<file path="config.mk">
export PLATFORM = sky130hd
export DESIGN_NAME = weight_word_gen
export DESIGN_NICKNAME = d
export VERILOG_FILES = /design/src/rtl/weight_word_gen.sv
export SDC_FILE = /design/constraint.sdc
export NUM_CORES = 1
export LEC_CHECK = 0
export CAP_MARGIN = 20
export CORE_MARGIN = 3
export CORE_UTILIZATION = 64
export CTS_CLUSTER_SIZE = 12
export DETAILED_ROUTE_END_ITERATION = 10
export GPL_ROUTABILITY_DRIVEN = 0
export HOLD_SLACK_MARGIN = 0.05
export PLACE_DENSITY = 0.87
export SYNTH_ARGS = -nofsm -noshare
export SYNTH_HDL_FRONTEND = slang
export SYNTH_SLANG_ARGS = --single-unit
</file>
<file path="constraint.sdc">
create_clock -name clk -period 7 [get_ports clk]
set_clock_uncertainty 0.2 [all_clocks]
set_input_delay 1.4 -clock clk [delete_from_list [all_inputs] [get_ports clk]]
set_output_delay 1.4 -clock clk [all_outputs]
set_load 0.03 [all_outputs]
</file>
<file path="src/rtl/weight_word_gen.sv">
// Constant-weight word sequencer: streams every WIDTH-bit word with exactly N ones,
// in ascending order, stepping with Gosper's next-combination recurrence.
module weight_word_gen #(
  parameter int WIDTH = 16,
  parameter int CW    = 5,
  parameter int NW    = 16
) (
  input  logic             clk,
  input  logic             rst_n,
  input  logic             start,
  input  logic [CW-1:0]    weight,
  input  logic             abort,
  output logic [WIDTH-1:0] word_out,
  output logic             word_valid,
  input  logic             word_ready,
  output logic             last,
  output logic             busy,
  output logic             done,
  output logic             err,
  output logic [NW-1:0]    word_cnt
);

  localparam int SW = $clog2(WIDTH + 1) + 1;

  typedef enum logic {S_IDLE, S_EMIT} state_t;

  state_t           r_state;
  state_t           w_state_next;
  logic [WIDTH-1:0] r_word;
  logic [WIDTH-1:0] r_last_pat;
  logic             r_valid;
  logic             r_busy;
  logic             r_done;
  logic             r_err;
  logic [NW-1:0]    r_cnt;

  logic             w_bad_weight;
  logic             w_xfer;
  logic             w_is_last;
  logic [WIDTH:0]   w_mask;
  logic [CW-1:0]    w_shamt;
  logic [WIDTH:0]   w_pat;
  logic [WIDTH:0]   w_x;
  logic [WIDTH:0]   w_c;
  logic [WIDTH:0]   w_r;
  logic [WIDTH:0]   w_next;
  logic [SW-1:0]    w_ctz;
  logic             w_unused;

  assign w_bad_weight = (weight > CW'(WIDTH));
  assign w_xfer       = r_valid & word_ready;
  assign w_is_last    = (r_word == r_last_pat);

  // First word is the low N bits; the final word is that block moved to the top.
  assign w_mask  = ((WIDTH+1)'(1) << weight) - (WIDTH+1)'(1);
  assign w_shamt = CW'(WIDTH) - weight;
  assign w_pat   = w_mask << w_shamt;

  assign w_x = {1'b0, r_word};
  assign w_c = w_x & (-w_x);
  assign w_r = w_x + w_c;

  always_comb begin
    w_ctz = '0;
    for (int i = WIDTH; i >= 0; i--) begin
      if (w_c[i]) w_ctz = SW'(i);
    end
  end

  assign w_next   = w_r | (((w_r ^ w_x) >> 2) >> w_ctz);
  assign w_unused = ^{w_next[WIDTH], w_pat[WIDTH], w_mask[WIDTH]};

  always_comb begin
    w_state_next = r_state;
    case (r_state)
      S_IDLE: if (start && !w_bad_weight) w_state_next = S_EMIT;
      S_EMIT: if (abort || (w_xfer && w_is_last)) w_state_next = S_IDLE;
      default: w_state_next = S_IDLE;
    endcase
  end

  always_ff @(posedge clk or negedge rst_n) begin
    if (!rst_n) r_state <= S_IDLE;
    else        r_state <= w_state_next;
  end

  always_ff @(posedge clk or negedge rst_n) begin
    if (!rst_n) begin
      r_word     <= '0;
      r_last_pat <= '0;
      r_valid    <= 1'b0;
      r_busy     <= 1'b0;
      r_done     <= 1'b0;
      r_err      <= 1'b0;
      r_cnt      <= '0;
    end else begin
      r_done <= 1'b0;
      r_err  <= 1'b0;
      case (r_state)
        S_IDLE: begin
          if (start) begin
            if (w_bad_weight) begin
              r_err <= 1'b1;
            end else begin
              r_word     <= w_mask[WIDTH-1:0];
              r_last_pat <= w_pat[WIDTH-1:0];
              r_valid    <= 1'b1;
              r_busy     <= 1'b1;
              r_cnt      <= '0;
            end
          end
        end
        S_EMIT: begin
          // A transfer coinciding with abort is still counted.
          if (w_xfer) r_cnt <= r_cnt + NW'(1);
          if (abort) begin
            r_valid <= 1'b0;
            r_busy  <= 1'b0;
          end else if (w_xfer) begin
            if (w_is_last) begin
              r_valid <= 1'b0;
              r_busy  <= 1'b0;
              r_done  <= 1'b1;
            end else begin
              r_word <= w_next[WIDTH-1:0];
            end
          end
        end
        default: ;
      endcase
    end
  end

  assign word_out   = r_word;
  assign word_valid = r_valid;
  assign last       = r_valid & w_is_last;
  assign busy       = r_busy;
  assign done       = r_done;
  assign err        = r_err;
  assign word_cnt   = r_cnt;

endmodule

</file>
---- After elaboration in Yosys (flattened, before gate mapping) ----
Cells that the tools add are included.
word-level totals
  bits in read-only memories .............. 0
  memory bits (writable) .................. 0
  output and inout bits ................... 37
  input port bits ......................... 10
  memories kept ........................... 0
  register bits after elaboration ......... 52
  bits in latches ......................... 0
operators by class
  muxes and demuxes ....................... 43
  divide/modulo/power cells ............... 0
  $lt $le $gt $ge ......................... 1
  bitwise operators ....................... 7
  add/sub/neg operators ................... 5
  reductions and logical operators ........ 8
  multipliers ............................. 0
  equality and inequality tests ........... 8
  shift operators ......................... 3
operators with widths
  kind                   count
  $mux 16                8
  $mux 6                 13
  $pmux 16 s2            2
  $mux 5                 4
  $add 16x17->17         1
  $and 16x17->17         1
  $neg 16->17            1
  $shl 1x5->17 const A   1
  $shl 17x5->16          1
  $sub 17x2->17 const B  1
  $xor 17x16->17         1
  $add 16x1->16 const B  1
  $eq 16x16->1           1
  $or 16x16->16          1
  $shr 15x6->16          1
  $mux 1                 14
  $ne 2x2->1 const B     4
  $ne 3x2->1 const B     2
  $reduce_and 3->1       2
  $gt 5x5->1 const B     1
  $reduce_and 5->1       1
  $sub 5x5->5 const A    1
  $pmux 1 s2             2
  $reduce_and 4->1       1
  6 further kinds        9

---- Depth between registers and ports, before layout ----
Gate-level depths: netlist of the first run.
  depth in word-level cells ............... 25
  depth in mapped cells ................... 16
  depth with buffers taken out ............ 15

---- Worst setup path after synthesis of the first run ----
Ideal clock, no wire load.
  path kind ............................... input -> register
  from .................................... input port weight[2]
  to ...................................... register r_last_pat[14]
  stages .................................. 15
  path slack .............................. 2569 ps
  setup time .............................. 120 ps
  required time ........................... 6680 ps
  arrival time ............................ 4111 ps
  path through ............................ clkbuf_1 > clkbuf_1 > inv_1 > ha_1 > inv_1 > nor3_1 > inv_1 > ha_1 > o221ai_1 > o311ai_0 > a21oi_1 > a21oi_1 > inv_1 > a211o_1 > a31o_2
between the ends
  longest elaborated chain between the ends .. 3
  elaborated cells between the ends (all ways) .. 7
RTL lines
  item                                               line    source
  start: declaration                                 11      input logic [CW-1:0] weight,
  $shl 1x5->17 or $gt 5x5->1 (tied branches)         55, 50
  $sub 17x2->17 or $not 1->1 (tied branches)         --
  $shl 17x5->16 or $reduce_and 3->1 (tied branches)  --
  end signal: assignment                             106     r_last_pat <= w_pat[WIDTH-1:0];
  end: declaration                                   30      logic [WIDTH-1:0] r_last_pat;
Parallel ways exist; a longest one is shown, timed or not.
A chain may end at the register's enable or synchronous reset.

---- Final worst setup path of the first run ----
  from .................................... input port weight[0]
  to ...................................... register r_last_pat[11]
Same word-level chain as after synthesis.

==> results of run 1 <==
## area by class of cell
type | count | share of cell area [%]
multi-input combinational | 568 | 63.5
sequential | 52 | 22.1
timing repair buffer | 51 | 8.38
tap | 102 | 2.17
inverter | 25 | 1.60
clock buffer | 5 | 1.17
clock inverter | 2 | 1.02
## worst reg2reg max path, stage by stage, from the launching register on
cell and delay [ps]:
dfrtp_1 710, inv_1 230, a211o_1 370, a211o_1 340, o21ai_2 640, nand2_1 290, o32ai_1 470, o21ai_1 180
a31oi_1 230
## routing by layer
| layer | wire length (um) | vias to the layer above | GRT usage, % |
|---|---|---|---|
| met2 | 7680 | 435 | 53.3 |
| met1 | 6350 | 2664 | 46.1 |
| li1 | - | 2590 | - |
| met3 | 1910 | 89 | 7.04 |
| met4 | 699 | 0 | 15.4 |
| met5 | 0 | - | 0 |
## state kept, by name, summed over array words and instances (netlist names)
register	cells
busy	1
done	1
err	1
r_last_pat	16
r_state	1
word_cnt	16
word_out	16
## power groups by stage
stage / Combinational, W / Clock, W / Sequential (W)
6_report: 0.000858 / 0.000244 / 0.000554
5_1_grt: 0.000916 / 0.000258 / 0.000563
4_1_cts: 0.000830 / 0.000245 / 0.000542
3_5_place_dp: 0.000824 / 0 / 0.000548
3_3_place_gp: 0.000803 / 0 / 0.000543
2_1_floorplan: 0.000637 / 0 / 0.000498
## logic make-up (layout without fill, tap and decap cells)
family                     count (synthesis)  in the layout  share of synthesized area, %
and+or+nand+nor                          272            272                          25.8
AOI/OAI and AO/OA                        217            217                          29.1
buffers and inverters                     78             83                          6.35
DFF                                       52             52                          24.2
muxes                                     37             37                          7.16
xor gates and xnor gates                  34             34                          5.54
adders and majority gates                  8              8                          1.86
## through the flow
stage / worst slack (ps) / util (%) / hold slack [ps] / total power (W)
detailed placement: 1270 / 72.4 / 293 / 0.00137
floorplan: 2570 / - / 267 / 0.00114
global placement: 1530 / 72.4 / 286 / 0.00135
global route: 1110 / 74.2 / 358 / 0.00174
finish: 1410 / 74.2 / 317 / 0.00166
CTS: 1510 / 74.0 / 316 / 0.00162
## placed cells by master (no fill, tap or decap), types with 8 or more instances in the layout
cell type and n:
or3_1 14, xnor2_1 24, nand3_1 23, o21ai_1 11, nor3_1 12, inv_1 24
nand2b_1 14, nor2_1 81, dfrtp_1 52, mux2_2 9, o21ai_0 43, nor2b_1 9
ha_1 8, nand4_1 11, a21oi_1 34, nand2_1 65, mux2i_1 27, clkdlybuf4s50_1 45
xor2_1 10, a31oi_1 12, a211o_1 8, o211ai_1 9
## final timing paths
check	end	start	depth (start not counted)
min in group asynchronous	err$_DFF_PN0_	rst_n	2
worst min register to register	r_last_pat[5]$_DFFE_PN0P_	r_last_pat[5]$_DFFE_PN0P_	2
worst max-delay path	r_last_pat[11]$_DFFE_PN0P_	weight[0]	16
max in group asynchronous	word_cnt[9]$_DFFE_PN0P_	rst_n	2
worst min-delay path	r_last_pat[5]$_DFFE_PN0P_	r_last_pat[5]$_DFFE_PN0P_	2
worst max register to register	word_out[2]$_DFFE_PN0P_	word_out[8]$_DFFE_PN0P_	8
==> flow_summary.ini, run 1 <==
[power_and_ir_drop]
p_clk_share_pct = 14.7
p_comb_share_pct = 51.8
netSwitchingFraction_pct = 49.4
power.switching_w = 0.000819
p_per_area_mw_per_mm2 = 282
ir_worst_vdd_v = 0.000136
seq_power_share_pct = 33.4
power.leakage_nw = 2.30
intPower_w = 0.000837

[min_path]
holdCritPathClass = reg -> reg

[placed_design]
dpl_cell_area_mm2 = 0.00574
placedCellCount = 796
dp_hpwl_mm = 12.2
io_buffers = 46

[clocking]
post_cts_resized = 0
cts_max_level = 2
clkTransAtPathRegs_ps = 100
clk_latency_ps = 310
cts.sink_count = 52
ctsHoldBuffers = 0
cts_setup_buffers = 0
clockBufferDepth = 2
cts-root-buf = clkbuf_8
cts_tree = built
cts_buffers = 5

[critical_path]
rrSetupSlack_ps = 3270
path_cells = clkdlybuf4s50_1 > buf_4 > clkinv_1 > ha_1 > ha_1 > inv_1 > nor3_1 > inv_1 > ha_1 > o21ai_1 > o41ai_1 > o21ai_0 > mux2i_1 > mux2_2 > mux2i_1 > a221o_1
cp_num_buf_inv = 5
cp_slowest_cell = o41ai_1
cp.arrival_ps = 5590
required_ps = 7000
crit_top_cell = ha_1
end_kind = flop
cpPeakStageDelay_ps = 540
cp_max_fo = 26
path_delay_family = compound AO/OA/AOI/OAI gates
crit_type = in -> reg
cp-start-kind = input port

[synth]
syn_nets = 716
synthesis.area_mm2 = 0.00538
async_flop_share_pct = 100
synth_top_area_share_pct = 24.2
synth_top_area_cell = dfrtp_1
yosysMostFrequentCell = nor2_1
synth_edf_count = 0
syn_area_per_cell_um2 = 7.71
syn_inst = 698
synthFlopType = dfrtp_1
synthDistinctLibCells = 83
synth_area_leaders = dfrtp_1 24%, nor2_1 5.7%, mux2i_1 5.0%
ys_ff_latch = 52
seq_area_frac_synth_pct = 24.2
synth_top_cells_by_count = 81 x nor2_1, 65 x nand2_1, 52 x dfrtp_1, 43 x o21ai_0, 35 x clkbuf_1
yosys_warnings = 0

[timing]
fin_crit_sh_pct = 79.9
worst_slew_pin_slew_ps = 952
max_freq_mhz = 179
slew_violations = 0
maxSlewHeadroom_pct = 36.6
period_minus_slack_ps = 5590
hold_violations = 0
grt_setup_unrepaired = no
setup-tns-final_ps = 0
finalSetupViolCount = 0

[floorplan]
num_io_pins = 47
fp.coreArea_mm2 = 0.00793
start_util_pct = 67.9
die-height_um = 97.7
dieArea_mm2 = 0.00954
rows = 32
dieWidth_um = 97.7

[grt]
grt_pass1_vias = 5346
grt_overflow = 0
grt_first_pass_wirelength_mm = 27.2
antenna_found_initial = 0
grtUsageTotal_pct = 34.3
grt_max_degree = 53

[final_layout]
syn_to_final_growth_pct = 9.33
drive_gt1_share_pct = 7.11
seq_area_mm2 = 0.00130
multi_input_area_mm2 = 0.00374
antenna_cells = 0
nets = 721
n_fill_cell = 615
finalNonFillerCells = 805
design_area_mm2 = 0.00588

[routing]
drc = 0
drt-vias-per-instance = 7.18
wl_per_cell_um = 20.7
totalWireLength_mm = 16.6
drtIter0Drc = 738
drt_pass1_iterations = 6
ant_nets = 0
vias = 5778

[outcome]
run_status = complete, no violations

[job]
max_cap_viol_count = 0
Note: power is estimated with default switching activity, not from simulation.
==> run 2, diff against run 1 <==
Settings changed: CORE_UTILIZATION 64 to 54, PLACE_DENSITY 0.87 to 0.78.
Clock period 7 ns to 4.7 ns, I/O delays scaled along.
==> run 2 against run 1 <==
Against the previous run: utilization is 11 points lower; flip-flop and latch count stayed put; count of clock-buffer cells in the layout is 1 higher; via count is 0.97% lower; global-route usage is 4.6 points lower; clock power is 9.8% higher.
==> flow_summary.ini, run 2 (synthesis results as in run 1) <==
[outcome]
run_status = complete, no violations

[critical_path]
cpPeakStageDelay_ps = 560
cp.arrival_ps = 4230
required_ps = 4710
cp_max_fo = 5
r2r-start = word_out[8]$_DFFE_PN0P_
path_delay_family = compound AO/OA/AOI/OAI gates
rrSetupSlack_ps = 940
cp-startpoint = weight[1]
reg2reg_to = word_out[14]$_DFFE_PN0P_
crit_type = in -> reg
end_kind = flop
path_cells = clkdlybuf4s50_1 > inv_1 > ha_1 > ha_1 > inv_1 > nor3_1 > inv_1 > ha_1 > o21ai_1 > o41ai_1 > o21ai_0 > mux2i_1 > mux2_2 > mux2i_1 > a221o_1
cp_slowest_cell = clkdlybuf4s50_1
cp-start-kind = input port
worst_r2r_path_depth = 8
cp_num_buf_inv = 4

[placed_design]
pre_cts_slack_ps = 228
io_buffers = 46
dp_hpwl_mm = 12.6
placedCellCount = 840

[routing]
drt-vias-per-instance = 6.74
totalWireLength_mm = 16.9
drt_pass1_iterations = 6
ant_nets = 0
drc = 0
wl_per_cell_um = 19.9
vias = 5722
drtIter0Drc = 507

[timing]
finalSetupViolCount = 0
max_freq_mhz = 237
maxSlewHeadroom_pct = 42.4
fin_crit_sh_pct = 89.8
period_minus_slack_ps = 4220
slew_violations = 0
worst_slack_ps = 478
worst_slew_pin_slew_ps = 864
grt_setup_unrepaired = no
timing.hold.ws_ps = 245
hold_violations = 0
setup-tns-final_ps = 0

[grt]
grt_pass1_vias = 5469
grtUsageTotal_pct = 29.8
grt_first_pass_wirelength_mm = 27.5
grt_max_degree = 47
grt_overflow = 0
antenna_found_initial = 0

[clocking]
clockBufferDepth = 2
clk_latency_ps = 310
ctsHoldBuffers = 0
clkTransAtPathRegs_ps = 100
cts_max_level = 2
cts_tree = built
cts-root-buf = clkbuf_8
post_cts_resized = 0
cts.sink_count = 52
cts_buffers = 5
cts_setup_buffers = 0

[power_and_ir_drop]
ir_worst_vdd_v = 0.000235
seq_power_share_pct = 34.6
intPower_w = 0.00116
netSwitchingFraction_pct = 51.5
finalPower_w = 0.00238
p_per_area_mw_per_mm2 = 397
power.switching_w = 0.00123
p_clk_share_pct = 11.2
p_comb_share_pct = 54.1
power.leakage_nw = 2.36

[final_layout]
layout_commonest_cell = nor2_1
antenna_cells = 0
syn_to_final_growth_pct = 11.4
drive_gt1_share_pct = 9.17
nets = 737
final_cell_mix = 81 x nor2_1, 65 x nand2_1, 52 x dfrtp_1, 45 x clkdlybuf4s50_1, 43 x o21ai_0
finalNonFillerCells = 849

[floorplan]
dieArea_mm2 = 0.0112
die-height_um = 106
start_util_pct = 56.9
num_io_pins = 47
dieWidth_um = 106
rows = 35
fp.coreArea_mm2 = 0.00946

[job]
max_cap_viol_count = 0

[min_path]
holdCritPathClass = in -> async
-- run 2: power groups by stage --
stage	Clock (W)	Combinational (W)	Sequential (W)
finish	0.000268	0.00129	0.000825
floorplan	0	0.000949	0.000741
global placement	0	0.00123	0.000815
CTS	0.000270	0.00126	0.000814
detailed placement	0	0.00125	0.000824
global route	0.000284	0.00138	0.000838
-- run 2: area by class of cell --
| class | count | area [um^2] |
|---|---|---|
| Clock buffer | 6 | 72.6 |
| Clock inverter | 2 | 16.3 |
| Fill cell | 840 | 3460 |
| Inverter | 25 | 93.8 |
| Multi-Input combinational cell | 568 | 3740 |
| Sequential cell | 52 | 1300 |
| Tap cell | 129 | 161 |
| Timing Repair Buffer | 67 | 613 |
-- run 2: stage by stage --
stage               util (%)  instance area, um^2
floorplan                  -                 5380
global placement        62.4                 5900
detailed placement      62.4                 5900
CTS                     63.3                 5990
global route            63.4                 5990
finish                  63.4                 5990
-- run 2: metal layers --
metal	share of wire, %	vias up	track usage [%]
li1	-	2629	-
met1	40	2657	39.6
met2	46	365	49.0
met3	10	71	4.10
met4	4.1	0	11.6
met5	0	-	0
-- run 2: how the worst max path moves through the flow --
stage,end,slack [ps],depth (start not counted)
3_5_place_dp,r_last_pat[11]$_DFFE_PN0P_,230,15
4_1_cts,r_last_pat[11]$_DFFE_PN0P_,540,15
2_1_floorplan,r_last_pat[14]$_DFFE_PN0P_,730,15
6_report,r_last_pat[11]$_DFFE_PN0P_,480,15
5_1_grt,r_last_pat[11]$_DFFE_PN0P_,260,15
3_3_place_gp,r_last_pat[11]$_DFFE_PN0P_,410,15
